File: src/rtl/monobit_seq_ctrl_if.sv
// monobit_seq_ctrl_if: control, serial-bit and result signals of the monobit sequencer.
// master drives enable/start/abort/bits/threshold; slave returns status and results.
interface monobit_seq_ctrl_if #(
    parameter int unsigned CNT_W = 8
);
    logic             ena;
    logic             start;
    logic             abort;
    logic             bit_valid;
    logic             bit_in;
    logic [CNT_W-1:0] thresh;
    logic             busy;
    logic             done;
    logic             pass;
    logic [CNT_W-1:0] ones_count;
    logic [CNT_W-1:0] sum_abs;
    logic [7:0]       blocks_done;
    logic             alarm;

    modport master (
        output ena, start, abort, bit_valid, bit_in, thresh,
        input  busy, done, pass, ones_count, sum_abs, blocks_done, alarm
    );

    modport slave (
        input  ena, start, abort, bit_valid, bit_in, thresh,
        output busy, done, pass, ones_count, sum_abs, blocks_done, alarm
    );
endinterface

File: src/rtl/monobit_seq_ctrl.sv
// monobit_seq_ctrl: frames a serial bit stream into BLOCK_LEN-bit blocks, counts
// ones and grades |2*ones - BLOCK_LEN| against a threshold captured at start.
// Optional feature: define MONOBIT_FAIL_ALARM_EN for the consecutive-fail alarm.
module monobit_seq_ctrl #(
    parameter int unsigned BLOCK_LEN = 128,
    parameter int unsigned CNT_W     = 8
) (
    input  logic              clk,
    input  logic              rst,
    monobit_seq_ctrl_if.slave bus
);
    localparam int unsigned      SW       = CNT_W + 1;
    localparam logic [CNT_W-1:0] LAST_IDX = CNT_W'(BLOCK_LEN - 1);
    localparam logic [SW-1:0]    BLEN_S   = SW'(BLOCK_LEN);

    typedef enum logic [1:0] {
        ST_IDLE    = 2'd0,
        ST_COLLECT = 2'd1,
        ST_EVAL    = 2'd2
    } state_t;

    state_t           state_q;
    state_t           state_d;
    logic [CNT_W-1:0] idx_q;
    logic [CNT_W-1:0] ones_q;
    logic [CNT_W-1:0] thresh_q;
    logic             busy_q;
    logic             done_q;
    logic             pass_q;
    logic [CNT_W-1:0] ones_count_q;
    logic [CNT_W-1:0] sum_abs_q;
    logic [7:0]       blocks_q;

    logic             accept_c;
    logic             take_bit_c;
    logic             commit_c;
    logic [SW-1:0]    s_c;
    logic [CNT_W-1:0] s_abs_c;
    logic             pass_c;

    // State register
    always_ff @(posedge clk or posedge rst) begin
        if (rst) begin
            state_q <= ST_IDLE;
        end else begin
            state_q <= state_d;
        end
    end

    // Next state and per-cycle strobes; everything holds while ena is low
    always_comb begin
        state_d    = state_q;
        accept_c   = 1'b0;
        take_bit_c = 1'b0;
        commit_c   = 1'b0;
        if (bus.ena) begin
            case (state_q)
                ST_IDLE: begin
                    if (bus.start) begin
                        accept_c = 1'b1;
                        state_d  = ST_COLLECT;
                    end
                end
                ST_COLLECT: begin
                    if (bus.abort) begin
                        state_d = ST_IDLE;
                    end else if (bus.bit_valid) begin
                        take_bit_c = 1'b1;
                        if (idx_q == LAST_IDX) begin
                            state_d = ST_EVAL;
                        end
                    end
                end
                ST_EVAL: begin
                    state_d  = ST_IDLE;
                    commit_c = !bus.abort;
                end
                default: state_d = ST_IDLE;
            endcase
        end
    end

    // Signed excess S = 2*ones - BLOCK_LEN (modular in SW bits) and its magnitude
    always_comb begin
        s_c     = {ones_q, 1'b0} - BLEN_S;
        s_abs_c = s_c[SW-1] ? CNT_W'(SW'(0) - s_c) : s_c[CNT_W-1:0];
        pass_c  = (s_abs_c <= thresh_q);
    end

    // Accumulator, threshold capture and result registers
    always_ff @(posedge clk or posedge rst) begin
        if (rst) begin
            idx_q        <= '0;
            ones_q       <= '0;
            thresh_q     <= '0;
            busy_q       <= 1'b0;
            done_q       <= 1'b0;
            pass_q       <= 1'b0;
            ones_count_q <= '0;
            sum_abs_q    <= '0;
            blocks_q     <= '0;
        end else begin
            done_q <= 1'b0;
            if (bus.ena) begin
                busy_q <= (state_d != ST_IDLE);
                if (accept_c) begin
                    thresh_q <= bus.thresh;
                    idx_q    <= '0;
                    ones_q   <= '0;
                end
                if (take_bit_c) begin
                    idx_q  <= idx_q + CNT_W'(1);
                    ones_q <= ones_q + CNT_W'(bus.bit_in);
                end
                if (commit_c) begin
                    ones_count_q <= ones_q;
                    sum_abs_q    <= s_abs_c;
                    pass_q       <= pass_c;
                    done_q       <= 1'b1;
                    blocks_q     <= blocks_q + 8'd1;
                end
            end
        end
    end

`ifdef MONOBIT_FAIL_ALARM_EN
    logic [1:0] fail_cnt_q;
    logic       alarm_q;

    // Saturating consecutive-fail counter; a passing block clears it and the alarm
    always_ff @(posedge clk or posedge rst) begin
        if (rst) begin
            fail_cnt_q <= 2'd0;
            alarm_q    <= 1'b0;
        end else if (commit_c) begin
            if (pass_c) begin
                fail_cnt_q <= 2'd0;
                alarm_q    <= 1'b0;
            end else begin
                if (fail_cnt_q != 2'd3) begin
                    fail_cnt_q <= fail_cnt_q + 2'd1;
                end
                if (fail_cnt_q >= 2'd2) begin
                    alarm_q <= 1'b1;
                end
            end
        end
    end

    assign bus.alarm = alarm_q;
`else
    assign bus.alarm = 1'b0;
`endif

    assign bus.busy        = busy_q;
    assign bus.done        = done_q;
    assign bus.pass        = pass_q;
    assign bus.ones_count  = ones_count_q;
    assign bus.sum_abs     = sum_abs_q;
    assign bus.blocks_done = blocks_q;
endmodule
File: src/flat_wrapper.sv
// flat-port wrapper written by rule: the top's interface ports become plain ports
module monobit_seq_ctrl_flat 
#(
    parameter int unsigned BLOCK_LEN = 128,
    parameter int unsigned CNT_W     = 8
)
  (clk, rst, bus_ena, bus_start, bus_abort, bus_bit_valid, bus_bit_in, bus_thresh, bus_busy, bus_done, bus_pass, bus_ones_count, bus_sum_abs, bus_blocks_done, bus_alarm);
  monobit_seq_ctrl_if #(.CNT_W(CNT_W)) bus_i ();
  input  logic clk;
  input  logic rst;
  input wire logic [$bits(bus_i.ena)-1:0] bus_ena;
  input wire logic [$bits(bus_i.start)-1:0] bus_start;
  input wire logic [$bits(bus_i.abort)-1:0] bus_abort;
  input wire logic [$bits(bus_i.bit_valid)-1:0] bus_bit_valid;
  input wire logic [$bits(bus_i.bit_in)-1:0] bus_bit_in;
  input wire logic [$bits(bus_i.thresh)-1:0] bus_thresh;
  output wire logic [$bits(bus_i.busy)-1:0] bus_busy;
  output wire logic [$bits(bus_i.done)-1:0] bus_done;
  output wire logic [$bits(bus_i.pass)-1:0] bus_pass;
  output wire logic [$bits(bus_i.ones_count)-1:0] bus_ones_count;
  output wire logic [$bits(bus_i.sum_abs)-1:0] bus_sum_abs;
  output wire logic [$bits(bus_i.blocks_done)-1:0] bus_blocks_done;
  output wire logic [$bits(bus_i.alarm)-1:0] bus_alarm;
  assign bus_i.ena = bus_ena;
  assign bus_i.start = bus_start;
  assign bus_i.abort = bus_abort;
  assign bus_i.bit_valid = bus_bit_valid;
  assign bus_i.bit_in = bus_bit_in;
  assign bus_i.thresh = bus_thresh;
  assign bus_busy = bus_i.busy;
  assign bus_done = bus_i.done;
  assign bus_pass = bus_i.pass;
  assign bus_ones_count = bus_i.ones_count;
  assign bus_sum_abs = bus_i.sum_abs;
  assign bus_blocks_done = bus_i.blocks_done;
  assign bus_alarm = bus_i.alarm;
  monobit_seq_ctrl #(.BLOCK_LEN(BLOCK_LEN), .CNT_W(CNT_W)) u_core (.clk(clk), .rst(rst), .bus(bus_i));
endmodule
File: config.mk
export PLATFORM = sky130hd
export DESIGN_NAME = monobit_seq_ctrl_flat
export DESIGN_NICKNAME = d
export VERILOG_FILES = /design/src/rtl/monobit_seq_ctrl_if.sv /design/src/rtl/monobit_seq_ctrl.sv /design/src/flat_wrapper.sv
export SDC_FILE = /design/constraint.sdc
export NUM_CORES = 1
export LEC_CHECK = 0
export ABC_AREA = 1
export CORE_ASPECT_RATIO = 1.1
export CORE_MARGIN = 2
export CORE_UTILIZATION = 58
export DETAILED_ROUTE_END_ITERATION = 7
export PLACE_DENSITY = 0.84
export SLEW_MARGIN = 20
export SYNTH_ARGS = -nofsm -noshare
export SYNTH_HDL_FRONTEND = slang
export SYNTH_SLANG_ARGS = --single-unit
File: constraint.sdc
create_clock -name clk -period 4.85 [get_ports clk]
set_clock_uncertainty 0.2 [all_clocks]
set_input_delay 0.97 -clock clk [delete_from_list [all_inputs] [get_ports clk]]
set_output_delay 0.97 -clock clk [all_outputs]
set_load 0.03 [all_outputs]
==> results.txt, run 1 <==
The run finished with clean final reports. Entering global routing, the biggest net connects 52 pins. The final critical-path setup slack is 2170 ps. In the layout the commonest cells are nand2_1 (113), dfrtp_1 (51), inv_1 (42). The number of gates resized after CTS was 0. The fraction of synthesis flops using an asynchronous set or reset pin came out at 1.00. The count of flip-flops with a built-in enable after synthesis came out at 0. The H-tree level count came out at 2.

The flop and latch count out of synthesis is 51. The net count of the finished layout came out at 421. The number of antenna repair diodes came out at 0. The number of port buffers is 40. The achievable clock frequency is 0.373 GHz. The power density normalized to cell area is 279 mW/mm^2.

After clock tree synthesis, the clock-pin slew on the worst setup and hold paths is 90 ps. The post-route DRC violation count came out at 0. Summed over all cells, the static leakage comes to 0.00169 uW. The chip height is 76.9 microns. The worst setup path is launched from an input pin.

The die covers 0.00540 sq mm. The initial utilization of the core area, before any placement, comes to 0.602. Data on the critical path arrives at its endpoint at 2680 ps. The latest clock arrival within the worst-skew pair is 300 ps.

The average wire length per cell after detail routing is 12.0 microns. For this run, the total global-route usage over all layers was measured as 0.220. Counting I/O delays and the setup requirement, the final critical path takes 2680 ps. Setup repair after global routing left no endpoint under its margin. In this run the worst path has a maximum fanout of 29. The total vias in the final route is 2345. The synthesized instance count is 362. The number of max-capacitance violations reported came out at 0. The die span in x is 70.3 microns. Setup violations remaining at the end of the flow were counted as 0. The iteration-0 DRC count of the detailed router is 129. The congestion estimate from routability-driven global placement came to 0.820.

The first-pass iteration count of the detailed router came out at 4. The number of antenna violations at the first check in global routing was 0. Wires add up to 5.41 mm.

Of the available clock period, the critical path in the final layout requires 0.553. Walking the worst path, the cells encountered are clkdlybuf4s50_1, inv_2, nor2_4, nand3_2, inv_6, nand2_1, xnor2_1. The buffers inserted during post-CTS setup optimization is 0. The share of total power dissipated in sequential elements is 0.515.

The internal power summed over all cells is 650 uW. The residual overflow from global routing is 0. The measured slew at the worst slew-check pin came out at 861 ps.

The portion of the post-synthesis area used by sequential elements came out at 0.456. The worst-case IR drop observed on VDD is 0.170 mV. The overall power is 910 uW. The mean area per synthesized cell came out at 7.74 sq um. Among all stages on the critical path, the largest delay is contributed by clkdlybuf4s50_1. The placed wire-length estimate came out at 3.91 mm. The share of post-route cells with drive strength above 1 is 0.0456.

The switching fraction of total power came out at 0.286. The total number of yosys warnings is 0. The final max-slew violation count is 0.

The TritonCTS clock tree is done. In this run the clock root is driven by a clkbuf_8. The total area inside the core boundary comes to 0.00465 sq mm. The total negative slack is 0 ps. The most common cell after layout, fill and taps aside is nand2_1.

The area added between synthesis and finish is 16.5%. Clock tree synthesis inserted a total of 5 buffers. The hold-fix buffer count after cts came out at 0. For this design, the sink count on the clock tree is 51.

The first-pass GRT wire length came out at 9.78 mm. The final hold violation count came out at 0. The post-synthesis cell type count is 30. The worst slew slack as a fraction of its limit came out at 0.425. The ratio of routed vias to standard cells came out at 5.20. The clock group share of total power is 0.296. The relative contribution of combinational cells to total power is 0.189. The count of nets left with antenna violations once routing finished came out at 0.

The area of the mapped netlist is 0.00280 sq mm. In this run the power spent charging and discharging nets is 261 uW. In the synthesized netlist the dominant register cell turns out to be dfrtp_1. The worst slack at placement came out at 1830 ps. For the worst setup path, the data required time is 4850 ps. The kind of critical path is input pin to register. The number of top-level pins is 43. Hold is met by 286 ps. The number of global-route vias before repair was 2251.

The number of standard-cell rows in the floorplan is 26. The worst hold-check path type is register to register. STA classifies the critical path endpoint as a register. The maximum buffer depth of the clock tree is 2. For this run, the slowest stage of the critical path takes 540 ps.
## state kept, by name, summed over array words and instances, names as in the netlist
name / count
u_core.bus.ones_count: 8
u_core.state_q: 2
u_core.bus.sum_abs: 6
u_core.bus.busy: 1
u_core.thresh_q: 8
u_core.ones_q: 8
u_core.idx_q: 8
u_core.bus.blocks_done: 8
u_core.bus.done: 1
u_core.bus.pass: 1
## kinds of logic after synthesis
kind of cell / Yosys count / synth area share
AND/OR/NAND/NOR: 195 / 0.303
adder cells (fa/ha/maj): 12 / 0.0536
buffers and inverters: 61 / 0.102
flip-flops: 51 / 0.456
XOR/XNOR: 5 / 0.0156
other: 1 / 0.00134
AO/OA/AOI/OAI: 37 / 0.0684
## per-stage QoR
step                       util  instances  cell area, sq um
after floorplan               -        363              2800
after global placement    0.680        443              3160
after detailed placement  0.680        443              3160
after CTS                 0.701        451              3260
after global routing      0.701        451              3260
final                     0.701        451              3260
## critical path: cells and delay by family
family	cells	cell delay, ps
buffers and inverters	3	920
and+or+nand+nor	3	660
xor gates and xnor gates	1	120
## layout make-up
cell class,count,area [sq um]
clock buffer,8,100
fill,381,1390
inverter,45,175
multi-input combinational,251,1240
sequential,51,1280
tap,56,70.1
timing repair buffer,40,400
## worst paths after layout
path	startpoint	to	slack, ps	depth (start not counted)
worst min-delay path	u_core.bus.sum_abs[5]$_DFFE_PP0P_	u_core.bus.sum_abs[5]$_DFFE_PP0P_	290	2
max in group asynchronous	rst	u_core.state_q[0]$_DFF_PP0_	3010	2
worst max register to register	u_core.ones_q[0]$_DFFE_PP0P_	u_core.bus.pass$_DFFE_PP0P_	2520	11
worst min register to register	u_core.bus.sum_abs[5]$_DFFE_PP0P_	u_core.bus.sum_abs[5]$_DFFE_PP0P_	290	2
min in group asynchronous	rst	u_core.bus.ones_count[4]$_DFFE_PP0P_	920	2
worst max-delay path	bus_ena	u_core.bus.blocks_done[3]$_DFFE_PP0P_	2170	7
## cell usage after synthesis, types with 3 or more instances
cell     instances  share of area
dfrtp_1         51           0.46
buf_4            4          0.011
ha_1            12          0.054
nand3_1         41          0.073
a21oi_1         12          0.021
nor2_1          24          0.032
o21ai_0         20          0.036
nand3_2          3          0.011
buf_2            6          0.011
inv_1           43          0.058
buf_6            4          0.016
nand2_1        113           0.15
nand4_1          5          0.011
xor2_1           3         0.0094
## metal layers
metal	vias up	wire (microns)	GRT usage
met1	1061	2530	0.286
met4	0	55	0.0615
li1	1206	-	-
met3	8	252	0.0447
met5	-	0	0
met2	70	2580	0.372
## power by group through the flow
stage	Combinational, uW	Sequential (uW)	Clock (uW)
after CTS	173	469	271
after floorplan	115	484	0
after global routing	198	473	292
after detailed placement	172	478	0
after global placement	165	476	0
final	172	469	270
(Power assumes the default switching activity.)
==> run 2: changes to the inputs <==
--- a/config.mk
+++ b/config.mk
@@ -8,9 +8,9 @@
 export ABC_AREA = 1
 export CORE_ASPECT_RATIO = 1.1
 export CORE_MARGIN = 2
-export CORE_UTILIZATION = 58
+export CORE_UTILIZATION = 49
 export DETAILED_ROUTE_END_ITERATION = 7
-export PLACE_DENSITY = 0.84
+export PLACE_DENSITY = 0.75
 export SLEW_MARGIN = 20
 export SYNTH_ARGS = -nofsm -noshare
 export SYNTH_HDL_FRONTEND = slang
==> constraint.sdc (replaced) <==
create_clock -name clk -period 2.4 [get_ports clk]
set_clock_uncertainty 0.2 [all_clocks]
set_input_delay 0.48 -clock clk [delete_from_list [all_inputs] [get_ports clk]]
set_output_delay 0.48 -clock clk [all_outputs]
set_load 0.03 [all_outputs]
==> results.txt, run 2 (synthesis results as in run 1) <==
The worst-case hold path end point is u_core.bus.ones_count[5]$_DFFE_PP0P_. The worst hold slack came out at 287 ps. The buffers plus inverters on the worst setup path came out at 2.

Of all nets on the critical path, the largest fanout is 4. The flow ran to the end, and the final reports show no timing, DRC or antenna violations. The global-route total usage across every layer is 0.195. On the critical path, the stage with the largest delay is an instance of dfrtp_1. The tree is rooted in a clkbuf_8. The post-route DRC violation count came out at 0. In this run the static leakage power is 0.00177 uW.

The arrival time at the worst endpoint is 2270 ps. The count of antenna-violating nets left after detailed routing is 0. The worst hold path was traced through 2 stages. The total negative slack is 0 ps. The final max-slew violation count was 0. The global placer's final weighted congestion came out at 0.825. The post-route clock period utilization is 0.931. The global-route met2 utilization came out at 0.353. The hold-fix buffer count after cts is 0.

The ratio of routed vias to standard cells is 4.96. The critical path is of the register to register type. The achievable clock frequency came out at 0.448 GHz. The path class of the tightest hold or removal check is register to register. The area added between synthesis and finish came out at 22.7%. The residual overflow from global routing came out at 0.

The starting utilization of the core area came out at 0.512. In the layout the commonest cells are nand2_1 (112), dfrtp_1 (51), inv_1 (41), nand3_1 (41), clkdlybuf4s50_1 (40). The most congested layer reported by global routing is met2. Grouping stages by cell kind, the critical path spends the most delay in simple AND/OR/NAND/NOR gates. The number of standard-cell rows in the floorplan is 28. The met3 track demand over resource in global routing came out at 0.0293.

The required time reported for the critical path endpoint is 2440 ps. The clock reaches the later pin of the worst-skew pair after 300 ps. The reg-to-reg setup timing slack is 170 ps. The number of antenna repair diodes is 0. The number of sinks on the clock net came out at 51.

The overall die area is 0.00634 sq mm. The library cell used most frequently in the layout, excluding fill and tap cells, is nand2_1. Setup violations remaining at the end of the flow were counted as 0.

The number of max-capacitance violations reported is 0. The number of global-route vias before repair is 2277. In this run, CTS created clock tree buffers numbering 5. The placed wire-length estimate is 4.19 mm. The startpoint type of the worst setup path is a register. For this run, the detailed router's first-pass iteration total came to 4. The iteration-0 DRC count of the detailed router came out at 124. TritonCTS built the clock tree. The average wire length per cell after detail routing is 11.8 microns. The total vias in the final route is 2388. The startpoint of the worst hold path is u_core.bus.ones_count[5]$_DFFE_PP0P_. The net count of the finished layout is 432. The number of port buffers came out at 40. Across the VDD grid, the largest voltage drop is 0.328 mV. Total power for the finished layout comes to 2010 uW. The destination of the worst register-to-register timing path is u_core.bus.pass$_DFFE_PP0P_.

In this run the critical register-to-register path is launched from u_core.ones_q[0]$_DFFE_PP0P_. In this run the vertical extent of the chip is 83.3 microns. The final hold violation count is 0. For this run, the slowest stage of the critical path takes 430 ps. The power density normalized to cell area is 586 mW/mm^2. The number of antenna violations at the first check in global routing came out at 0. In the final layout, the share of cells above drive strength 1 is 0.0813.

STA classifies the critical path endpoint as a register. For met1 alone, demand over resource in global routing was 0.236. The clock passes through at most 2 buffers. After clock tree synthesis, the clock-pin slew on the worst setup and hold paths is 90 ps. The first-pass GRT wire length came out at 10.3 mm.

Subtracting the final worst setup slack from the clock period gives 2230 ps. The signal on the critical path passes through inv_2, ha_1, nand3_1, inv_1, nand3_1, and2_1, ha_1, a21o_1, nor2_1, nand2_1, a21oi_1. Entering global routing, the biggest net connects 52 pins.

The number of top-level pins came out at 43. The H-tree level count came out at 2. From left edge to right edge, the die measures 76.1 microns. The core region is 0.00547 sq mm.

Measured in cells, the most critical reg-to-reg path has a length of 11. The total detailed-routing wirelength is 5.69 mm.
==> run 2: changes by cell type in the layout (fill, tap and decap cells not counted), sizes merged <==
cell,change
bufinv,+2
clkinv,-1
buf,+11
clkinvlp,+1
inv,+1
clkbuf,-3
==> run 2: worst min-delay path: cells and delay by family, from the launching register on <==
| kind | cells | cell delay (ps) |
|---|---|---|
| AND/OR/NAND/NOR | 1 | 50 |
| AO/OA/AOI/OAI | 1 | 50 |
| flip-flops | 1 | 350 |
==> run 2: repair_timing <==
action | 4_1_cts | 5_1_grt
resized for setup | 0 | 3
endpoints found under the setup margin | 0 | 1
setup buffers | 0 | 2
==> run 2: area by class of cell <==
type | instances | area, sq um
multi-input cells | 251 | 1250
well taps | 75 | 93.8
repair buffers | 51 | 508
fillers | 493 | 2030
clock inverters | 3 | 67.6
flip-flops and latches | 51 | 1280
inverters | 45 | 174
clock buffers | 5 | 68.8
==> run 2: worst max path at each step <==
stage / from / to / slack, ps / cells after the start
after global placement: u_core.ones_q[0]$_DFFE_PP0P_ / u_core.bus.pass$_DFFE_PP0P_ / 140 / 12
after detailed placement: u_core.ones_q[1]$_DFFE_PP0P_ / u_core.bus.pass$_DFFE_PP0P_ / 100 / 11
after CTS: u_core.ones_q[1]$_DFFE_PP0P_ / u_core.bus.pass$_DFFE_PP0P_ / 80 / 11
after floorplan: u_core.ones_q[0]$_DFFE_PP0P_ / u_core.bus.pass$_DFFE_PP0P_ / 340 / 11
after global routing: u_core.ones_q[0]$_DFFE_PP0P_ / u_core.bus.pass$_DFFE_PP0P_ / -2 / 11
final: u_core.ones_q[0]$_DFFE_PP0P_ / u_core.bus.pass$_DFFE_PP0P_ / 170 / 11
==> run 2: power by group <==
part / leakage [uW] / switching, uW / internal, uW
Combinational: 0.00103 / 220 / 150
Clock: 0.0000644 / 281 / 415
Sequential: 0.000671 / 31.6 / 915
Total: 0.00177 / 533 / 1480
==> run 2: through the flow <==
stage	instance area [sq um]	setup slack, ps	utilization	cells
after floorplan	2800	337	-	363
after global placement	3280	144	0.600	471
after detailed placement	3280	102	0.600	471
after CTS	3410	82.9	0.625	479
after global routing	3430	-1.83	0.628	481
final	3430	166	0.628	481
==> run 2: per-layer routing <==
metal | up-vias | routed length [microns] | part of all wire
met3 | 6 | 214 | 0.038
li1 | 1225 | - | -
met2 | 53 | 2900 | 0.51
met5 | - | 0 | 0
met4 | 0 | 83 | 0.015
met1 | 1104 | 2490 | 0.44
==> run 3: changes to the inputs <==
--- a/config.mk
+++ b/config.mk
@@ -11,6 +11,7 @@
 export CORE_UTILIZATION = 49
 export DETAILED_ROUTE_END_ITERATION = 7
 export PLACE_DENSITY = 0.75
+export SETUP_SLACK_MARGIN = 0.2
 export SLEW_MARGIN = 20
 export SYNTH_ARGS = -nofsm -noshare
 export SYNTH_HDL_FRONTEND = slang
==> results.txt, run 3 (synthesis results as in run 1) <==
Compared with the post-synthesis result, the final layout area differs by 25.5%. Dividing total power by cell area gives a power density of 587 mW/mm^2. The number of max-capacitance violations reported is 0. The fill cell total of the finished layout is 477. The total negative slack came out at 0 ps. The highest cell delay on the worst timing path is 710 ps. The static leakage power came out at 0.00180 uW. Using the TritonRoute via totals, the vias-per-cell ratio works out to 5.04. The startpoint type of the worst setup path is a register. The detailed-routed wire length on met3 is 275 microns.

The starting utilization of the core area is 0.512. The number of standard-cell rows in the floorplan came out at 28. The uppermost metal layer occupied by signal nets is met4. The CTS buffer count came out at 5. Summing over every cut layer, the via total after detailed routing is 2448. The die is 76.1 microns wide. The region available for standard cell placement spans 0.00547 sq mm. The iteration-0 DRC count of the detailed router is 168.

The worst IR drop on VDD came out at 0.335 mV. The final hold violation count is 0. The first-pass iteration count of the detailed router is 5. The global placer's final weighted congestion came out at 0.825. The latest clock arrival within the worst-skew pair is 300 ps. After clock tree synthesis, the clock-pin slew on the worst setup and hold paths is 100 ps. The path class of the tightest hold or removal check is register to register.

The number of sinks on the clock net is 51. The slowest stage cell on the critical path is clkdlybuf4s50_1. The overall power is 2060 uW. The TritonCTS clock tree is done. Summed over all nets, wire length on met2 after detailed routing comes to 3.00 mm. The worst-path maximum fanout is 5. The count of antenna-violating nets left after detailed routing is 0. Counting both buffers and inverters, the worst setup path holds a total of 1.

Data on the critical path arrives at its endpoint at 1450 ps. The achievable clock frequency came out at 0.470 GHz. Pin placement for this block handled 43 I/O pins. The number of port buffers came out at 40.

After detailed routing, the number of remaining DRC violations is 0. The share of post-route cells with drive strength above 1 came out at 0.117. Setup repair after global routing left no endpoint under its margin. In this run the clock root is driven by a clkbuf_8. The number of antenna repair diodes came out at 0. The library cells used most frequently in the layout, excluding fill and tap cells, are nand2_1 (112), dfrtp_1 (50), clkdlybuf4s50_1 (40).

STA classifies the critical path endpoint as an output port. The die covers 0.00634 sq mm. The number of global-route vias before repair came out at 2299. The total detailed-routing wirelength is 5.90 mm. The global-route total usage across every layer is 0.197.

Walking the worst path, the cells encountered are clkdlybuf4s50_1. The most common cell after layout, fill and taps aside is nand2_1. No sink is reached through more buffers than the 2 on the longest clock path. The first-pass GRT wire length came out at 10.3 mm. The total setup violations reported at the end of the flow is 0. The H-tree level count is 2. The net count of the finished layout is 437. The final max-slew violation count is 0. The die is 83.3 microns tall. The worst path needs 2130 ps of the cycle, external delays included. The total overflow left after global routing is 0. The kind of cell with the highest combined delay along the critical path is buffers and inverters. The flow ran to the end, and the final reports show no timing, DRC or antenna violations. After legalization and detailed placement, the total HPWL measured 4.19 mm. For this block, wires on met1 add up to 2.53 mm. Dividing the detail-routed wire length by the instance count gives 12.1 microns. The number of antenna violations at the first check in global routing came out at 0. The required time reported for the critical path endpoint came out at 1720 ps.

The post-route clock period utilization is 0.887. By startpoint and endpoint, the worst setup path is classified as register to output port. The maximum number of pins on one net before global-route repair came out at 52.
[run 3: report_power, final]
group	total (uW)	switching (uW)	internal, uW
combinational	417	237	180
clock	701	285	416
sequential	945	30.6	915
total	2060	553	1510
[run 3: timing repair]
item,CTS,global route
hold buffers,0,0
resized for setup,5,11
buffers inserted,2,5
endpoints found under the setup margin,1,1
[run 3: worst reg2reg max path, cell delays in order (launching register included)]
cell	delay [ps]
dfrtp_1	400
buf_4	140
buf_4	140
nor2_2	130
nand3_1	110
nand2_1	80
nand2_1	50
nand2_1	110
ha_1	240
nand2_1	90
a21oi_1	50
nor2_1	100
nand2_1	70
a21oi_1	110
[run 3: layer usage]
layer  vias up  track usage
met5         -            0
met4         0       0.0645
met3         9       0.0293
met2        69        0.360
met1      1134        0.236
li1       1236            -
[run 3: through the flow]
stage,utilization,instance area [sq um],cells,worst slack [ps],hold WS [ps]
final,0.643,3510,486,272,288
after global routing,0.643,3510,486,204,330
after CTS,0.629,3440,481,205,295
after detailed placement,0.600,3280,471,102,273
after global placement,0.600,3280,471,144,268
after floorplan,-,2800,363,337,281
[run 3: path summary, 6_finish.rpt]
| check | start | slack (ps) | endpoint | cells after the start |
|---|---|---|---|---|
| setup / recovery | u_core.bus.blocks_done[0]$_DFFE_PP0P_ | 270 | bus_blocks_done[0] | 1 |
| hold reg to reg | u_core.bus.ones_count[5]$_DFFE_PP0P_ | 290 | u_core.bus.ones_count[5]$_DFFE_PP0P_ | 2 |
| setup reg to reg | u_core.ones_q[1]$_DFFE_PP0P_ | 320 | u_core.bus.pass$_DFFE_PP0P_ | 13 |
| hold / removal | u_core.bus.ones_count[5]$_DFFE_PP0P_ | 290 | u_core.bus.ones_count[5]$_DFFE_PP0P_ | 2 |
| min in group asynchronous | rst | 330 | u_core.bus.sum_abs[3]$_DFFE_PP0P_ | 3 |
| max in group asynchronous | rst | 1430 | u_core.ones_q[2]$_DFFE_PP0P_ | 3 |
[run 3: cell type report]
cell class,instances,area [sq um],share of cell area
clock buffer,5,68.8,0.0196
clock inverter,3,67.6,0.0192
inverter,45,174,0.0495
multi-input combinational,251,1290,0.366
sequential,51,1280,0.364
tap,75,93.8,0.0267
timing repair buffer,56,546,0.155
